===== src/rtl/uart_rx_fifo.sv =====
// rtl/uart_rx_fifo.sv - 8N1 UART receiver feeding a first-word-fall-through byte FIFO with sticky error flags.
// Optional build macro UART_RX_MAJORITY_EN: 2-of-3 majority sampling around each bit centre (+1 cycle latency).
module uart_rx_fifo #(
    parameter int CLKS_PER_BIT = 10417,
    parameter int DEPTH_LOG2   = 4
) (
    input  logic                  clk,
    input  logic                  rst_n,
    input  logic                  rx_serial,
    input  logic                  rd_en,
    output logic [7:0]            rd_data,
    output logic                  rd_valid,
    output logic [DEPTH_LOG2:0]   fifo_count,
    output logic                  frame_err,
    output logic                  overrun_err,
    input  logic                  err_clr
);

    localparam int DEPTH = 1 << DEPTH_LOG2;
    localparam int HALF  = (CLKS_PER_BIT - 1) / 2;
    localparam int CNT_W = $clog2(CLKS_PER_BIT);
`ifdef UART_RX_MAJORITY_EN
    localparam int START_LAST = HALF;
`else
    localparam int START_LAST = HALF - 1;
`endif
    localparam logic [CNT_W-1:0]      START_END = CNT_W'(START_LAST);
    localparam logic [CNT_W-1:0]      BIT_END   = CNT_W'(CLKS_PER_BIT - 1);
    localparam logic [DEPTH_LOG2:0]   FULL_CNT  = (DEPTH_LOG2 + 1)'(DEPTH);

    localparam logic [2:0] S_WAIT_IDLE = 3'd0;
    localparam logic [2:0] S_IDLE      = 3'd1;
    localparam logic [2:0] S_START     = 3'd2;
    localparam logic [2:0] S_DATA      = 3'd3;
    localparam logic [2:0] S_STOP      = 3'd4;

    // Synchroniser resets low so WAIT_IDLE only leaves on a genuinely idle line.
    logic [1:0] sync_q;
    logic       rxs;
    logic       sample;

    always_ff @(posedge clk or negedge rst_n) begin
        if (!rst_n) sync_q <= 2'b00;
        else        sync_q <= {sync_q[0], rx_serial};
    end
    assign rxs = sync_q[1];

`ifdef UART_RX_MAJORITY_EN
    logic [1:0] hist_q;
    always_ff @(posedge clk or negedge rst_n) begin
        if (!rst_n) hist_q <= 2'b00;
        else        hist_q <= {hist_q[0], rxs};
    end
    assign sample = (rxs & hist_q[0]) | (rxs & hist_q[1]) | (hist_q[0] & hist_q[1]);
`else
    assign sample = rxs;
`endif

    logic [2:0]       state_q, state_d;
    logic [CNT_W-1:0] cnt_q, cnt_d;
    logic [2:0]       bit_q, bit_d;
    logic [7:0]       shift_q, shift_d;
    logic             push;
    logic             frame_set;

    always_comb begin
        state_d   = state_q;
        cnt_d     = cnt_q + 1'b1;
        bit_d     = bit_q;
        shift_d   = shift_q;
        push      = 1'b0;
        frame_set = 1'b0;
        case (state_q)
            S_WAIT_IDLE: begin
                cnt_d = '0;
                if (rxs) state_d = S_IDLE;
            end
            S_IDLE: begin
                cnt_d = '0;
                if (!rxs) state_d = S_START;
            end
            S_START: begin
                if (cnt_q == START_END) begin
                    cnt_d   = '0;
                    bit_d   = 3'd0;
                    state_d = sample ? S_IDLE : S_DATA;
                end
            end
            S_DATA: begin
                if (cnt_q == BIT_END) begin
                    cnt_d   = '0;
                    shift_d = {sample, shift_q[7:1]};
                    bit_d   = bit_q + 3'd1;
                    if (bit_q == 3'd7) state_d = S_STOP;
                end
            end
            S_STOP: begin
                if (cnt_q == BIT_END) begin
                    cnt_d = '0;
                    // Back to IDLE at mid-stop so a back-to-back start edge is not missed.
                    if (sample) begin
                        push    = 1'b1;
                        state_d = S_IDLE;
                    end else begin
                        frame_set = 1'b1;
                        state_d   = S_WAIT_IDLE;
                    end
                end
            end
            default: state_d = S_WAIT_IDLE;
        endcase
    end

    always_ff @(posedge clk or negedge rst_n) begin
        if (!rst_n) begin
            state_q <= S_WAIT_IDLE;
            cnt_q   <= '0;
            bit_q   <= 3'd0;
            shift_q <= 8'h00;
        end else begin
            state_q <= state_d;
            cnt_q   <= cnt_d;
            bit_q   <= bit_d;
            shift_q <= shift_d;
        end
    end

    logic [7:0]            mem [DEPTH];
    logic [DEPTH_LOG2-1:0] wr_ptr_q, rd_ptr_q;
    logic [DEPTH_LOG2:0]   count_q, count_d;
    logic                  full, pop, wr_ok, ovr_set;

    assign full    = (count_q == FULL_CNT);
    assign pop     = rd_en & (count_q != '0);
    // A pop in the same cycle frees the slot, so a push into a full FIFO is still accepted.
    assign wr_ok   = push & (~full | pop);
    assign ovr_set = push & full & ~pop;

    always_comb begin
        count_d = count_q;
        if (wr_ok && !pop)      count_d = count_q + 1'b1;
        else if (!wr_ok && pop) count_d = count_q - 1'b1;
    end

    always_ff @(posedge clk) begin
        if (wr_ok) mem[wr_ptr_q] <= shift_q;
    end

    always_ff @(posedge clk or negedge rst_n) begin
        if (!rst_n) begin
            wr_ptr_q <= '0;
            rd_ptr_q <= '0;
            count_q  <= '0;
        end else begin
            if (wr_ok) wr_ptr_q <= wr_ptr_q + 1'b1;
            if (pop)   rd_ptr_q <= rd_ptr_q + 1'b1;
            count_q <= count_d;
        end
    end

    logic frame_err_q, frame_err_d, overrun_err_q, overrun_err_d;

    always_comb begin
        frame_err_d   = frame_set ? 1'b1 : (err_clr ? 1'b0 : frame_err_q);
        overrun_err_d = ovr_set   ? 1'b1 : (err_clr ? 1'b0 : overrun_err_q);
    end

    always_ff @(posedge clk or negedge rst_n) begin
        if (!rst_n) begin
            frame_err_q   <= 1'b0;
            overrun_err_q <= 1'b0;
        end else begin
            frame_err_q   <= frame_err_d;
            overrun_err_q <= overrun_err_d;
        end
    end

    assign rd_valid    = (count_q != '0);
    assign rd_data     = rd_valid ? mem[rd_ptr_q] : 8'h00;
    assign fifo_count  = count_q;
    assign frame_err   = frame_err_q;
    assign overrun_err = overrun_err_q;

endmodule

===== config.mk =====
export PLATFORM = sky130hd
export DESIGN_NAME = uart_rx_fifo
export DESIGN_NICKNAME = d
export VERILOG_FILES = /design/src/rtl/uart_rx_fifo.sv
export SDC_FILE = /design/constraint.sdc
export NUM_CORES = 1
export LEC_CHECK = 0
export ABC_AREA = 0
export BUFFER_PORTS_ARGS = -buffer_cell sky130_fd_sc_hd__buf_2
export CELL_PAD_IN_SITES_DETAIL_PLACEMENT = 1
export CELL_PAD_IN_SITES_GLOBAL_PLACEMENT = 2
export CORE_MARGIN = 8
export CORE_UTILIZATION = 25
export CTS_BUF_LIST = sky130_fd_sc_hd__clkbuf_8
export CTS_CLUSTER_DIAMETER = 40
export CTS_CLUSTER_SIZE = 28
export DETAILED_ROUTE_END_ITERATION = 12
export PLACE_DENSITY_LB_ADDON = 0.1
export SLEW_MARGIN = 10
export SYNTH_ARGS = -nofsm -noshare
export SYNTH_HDL_FRONTEND = slang
export SYNTH_SLANG_ARGS = --single-unit

===== constraint.sdc =====
create_clock -name clk -period 3.35 [get_ports clk]
set_input_delay 0.67 -clock clk [delete_from_list [all_inputs] [get_ports clk]]
set_output_delay 0.67 -clock clk [all_outputs]
set_load 0.005 [all_outputs]

==> metrics.csv <==
stage;metric;value;unit
place;Detailed Place HPWL;11400;um
global_route;initial antenna violation count;0;
worst_hold_path;worst hold path class;input pin to asynchronous set/reset pin;
pwr;Leakage;0.00324;uW
global_route;vias in the first global route;4141;
pwr;Peak VDD IR;0.266;mV
cts;number of CTS-inserted buffers;17;
flow_run;Max Cap Violations;0;
yosys;Synth async-reset ratio;0.260;
floorplan;Site Rows;62;
final_layout;area grow syn2layout;14.4;%
cts;Clock Root Buffer;clkbuf_8;
final_layout;layout cells sized above 1;0.267;
cts;Hold Buf Count CTS;0;
floorplan;chip width;186;um
place;Final Wtd Congestion;0.687;
global_route;pin count of the biggest net entering global routing;28;
detailed_routing;number of DRC markers in iteration 0;188;
cts;CTS tree;built;
final_layout;post-route insts no fill;848;
detailed_routing;drt first pass iters;4;
yosys;number of synthesized flops with an enable pin;128;
detailed_routing;vias per cell;4.29;
timing;clk_skew;0.0204;ns
timing;final hold vios;0;
yosys;cell area after synthesis;7260;sq um
setup_path;Setup crit start;rd_ptr_q[0]$_DFFE_PN0N_;
final_layout;Antenna Cells;0;
setup_path;crit start category;flip-flop;
yosys;post-synthesis sequential area ratio;0.684;
timing;final worst path period share;0.947;
cts;clk_lat worst skew;0.46;ns
floorplan;Die ar.;34800;sq um
global_route;Overflow after GRT;0;
detailed_routing;via count;3635;
timing;fin. max-slew vios;0;
timing;Least-Margin Pin Slew;0.654;ns
detailed_routing;WL final;16800;um
floorplan;Starting Density;0.254;
outcome;status;finished, final reports clean;
cts;htree depth;4;
timing;worst rel slew slack;0.558;
setup_path;critical path type;flip-flop to primary output;
timing;Tmin final;3.17;ns
yosys;Yosys reg bits;173;
yosys;syn nets;434;
yosys;Mean Syn Cell Area;17.5;sq um
place;dpl cells;815;
setup_path;Worst EP required;2.68;ns
timing;RSZ-0062 raised after global routing;false;
yosys;Synth Instances;414;
final_layout;Fillers;2940;
place;# port buffers;20;
final_layout;Layout Utilization;0.290;
floorplan;total core area;28600;sq um
yosys;synth warn;0;
setup_path;critical path endpoint category;primary output;
setup_path;CP max FO;13;
final_layout;layout net count;471;
yosys;dominant synthesized flop cell;edfxtp_1;
global_route;first-pass GRT wire length;26600;um
timing;FMAX;315;MHz
pwr;PD cells;602;nW/um^2
timing;final setup violating endpoints;0;
yosys;Netlist cell types;45;
setup_path;CP Data Arrival Time;2.50;ns
cts;clk sinks;173;
detailed_routing;DRC violations left;0;
floorplan;I/O pin count;21;
cts;Max clock buf depth;2;
setup_path;RR Startpoint;cnt_q[3]$_DFF_PN0_;
global_route;GRT Total Usage;0.101;
detailed_routing;Routed Antenna Nets;0;
cts;CTS clk-pin slew, worst paths;0.10;ns
detailed_routing;mean routed wirelength per cell;19.8;um
timing;setup TNS;0;ns
floorplan;Die Span Y;186;um
worst paths after layout:
| kind | to | slack (ns) | depth (start not counted) |
|---|---|---|---|
| worst max-delay path | rd_data[5] | 0.18 | 5 |
| worst min-delay path | fifo_count[0]$_DFFE_PN0P_ | 0.22 | 1 |
| worst max register to register | fifo_count[4]$_DFFE_PN0P_ | 0.32 | 11 |
| worst min register to register | sync_q[1]$_DFF_PN0_ | 0.36 | 0 |
| max in group asynchronous | cnt_q[13]$_DFF_PN0_ | 2.41 | 2 |
| min in group clk | sync_q[0]$_DFF_PN0_ | 0.33 | 1 |
logic make-up (layout without fill, tap and decap cells):
kind of cell / after synthesis / after routing / synth area share
muxes: 50 / 50 / 0.139
xor gates and xnor gates: 23 / 23 / 0.0277
DFF: 173 / 173 / 0.684
AOI/OAI and AO/OA: 21 / 21 / 0.0196
buffers and inverters: 32 / 82 / 0.0212
adders and majority gates: 15 / 15 / 0.0269
and+or+nand+nor: 100 / 100 / 0.0807
stage by stage:
stage	total power (uW)	hold WS, ns	cell area (sq um)	worst slack, ns
2_1_floorplan	3250	0.331	7260	0.385
3_3_place_gp	3620	0.339	7900	0.369
3_5_place_dp	3620	0.341	7900	0.299
4_1_cts	5120	0.218	8310	0.0960
5_1_grt	5320	0.238	8310	0.0414
6_report	5000	0.222	8310	0.177
sequential cells by signal, summed over array words and instances, names as in the netlist:
register / count
fifo_count: 5
bit_q: 3
overrun_err: 1
mem: 128
state_q: 3
cnt_q: 14
shift_q: 8
rd_ptr_q: 4
wr_ptr_q: 4
frame_err: 1
sync_q: 2
synth_stat cells, types with 4 or more instances:
cell | n | share of area
nand4_1 | 5 | 0.0043
ha_1 | 14 | 0.024
nor2_1 | 21 | 0.011
dfrtp_1 | 45 | 0.16
clkbuf_1 | 7 | 0.0036
nor3b_1 | 5 | 0.0052
nand3_1 | 6 | 0.0041
xnor2_1 | 16 | 0.019
xor2_1 | 7 | 0.0084
mux2_2 | 9 | 0.014
buf_1 | 4 | 0.0021
a21oi_1 | 5 | 0.0034
and3_1 | 5 | 0.0043
and2_1 | 17 | 0.015
nand2_1 | 17 | 0.0088
mux4_2 | 40 | 0.12
edfxtp_1 | 128 | 0.53
inv_1 | 13 | 0.0067
o21ai_0 | 6 | 0.0041
and4bb_2 | 5 | 0.0086
power by group:
group	switching [uW]	internal, uW	total, uW
combinational	516	492	1010
clock	893	567	1460
sequential	170	2360	2530
critical path, cell delays in order (launching register included):
cell	delay [ns]
dfrtp_4	0.49
buf_12	0.19
mux4_2	0.56
mux4_2	0.51
and2_1	0.17
buf_2	0.12
final cells by class:
| type | count | area (sq um) | share of cell area |
|---|---|---|---|
| Timing Repair Buffer | 37 | 265 | 0.0319 |
| Sequential cell | 173 | 4970 | 0.599 |
| Inverter | 13 | 48.8 | 0.00588 |
| Multi-Input combinational cell | 209 | 2140 | 0.257 |
| Clock inverter | 15 | 166 | 0.0200 |
| Clock buffer | 17 | 234 | 0.0282 |
| Tap cell | 384 | 480 | 0.0578 |
cell usage in the layout (no fill, tap or decap), types with 14 or more instances in the layout:
cell / instances
edfxtp_1: 128
dfrtp_1: 44
mux4_2: 40
nor2_1: 21
buf_2: 20
nand2_1: 17
and2_1: 17
clkbuf_8: 17
xnor2_1: 16
ha_1: 14
buf_4: 14
what timing repair did:
item | in CTS | in global routing
hold endpoints to repair | 0 | 0
resized for setup | 1 | 0
endpoints found under the setup margin | 6 | 0
setup buffers | 1 | 0
per-layer routing:
metal	share of wire	vias up	wire, um	track usage
li1	-	1676	-	-
met1	0.47	1926	7900	0.131
met2	0.50	28	8420	0.168
met3	0.020	5	338	0.0257
met4	0.0077	0	129	0.0231
met5	0	-	0	0
No activity file was read; power rests on OpenSTA's default activity.
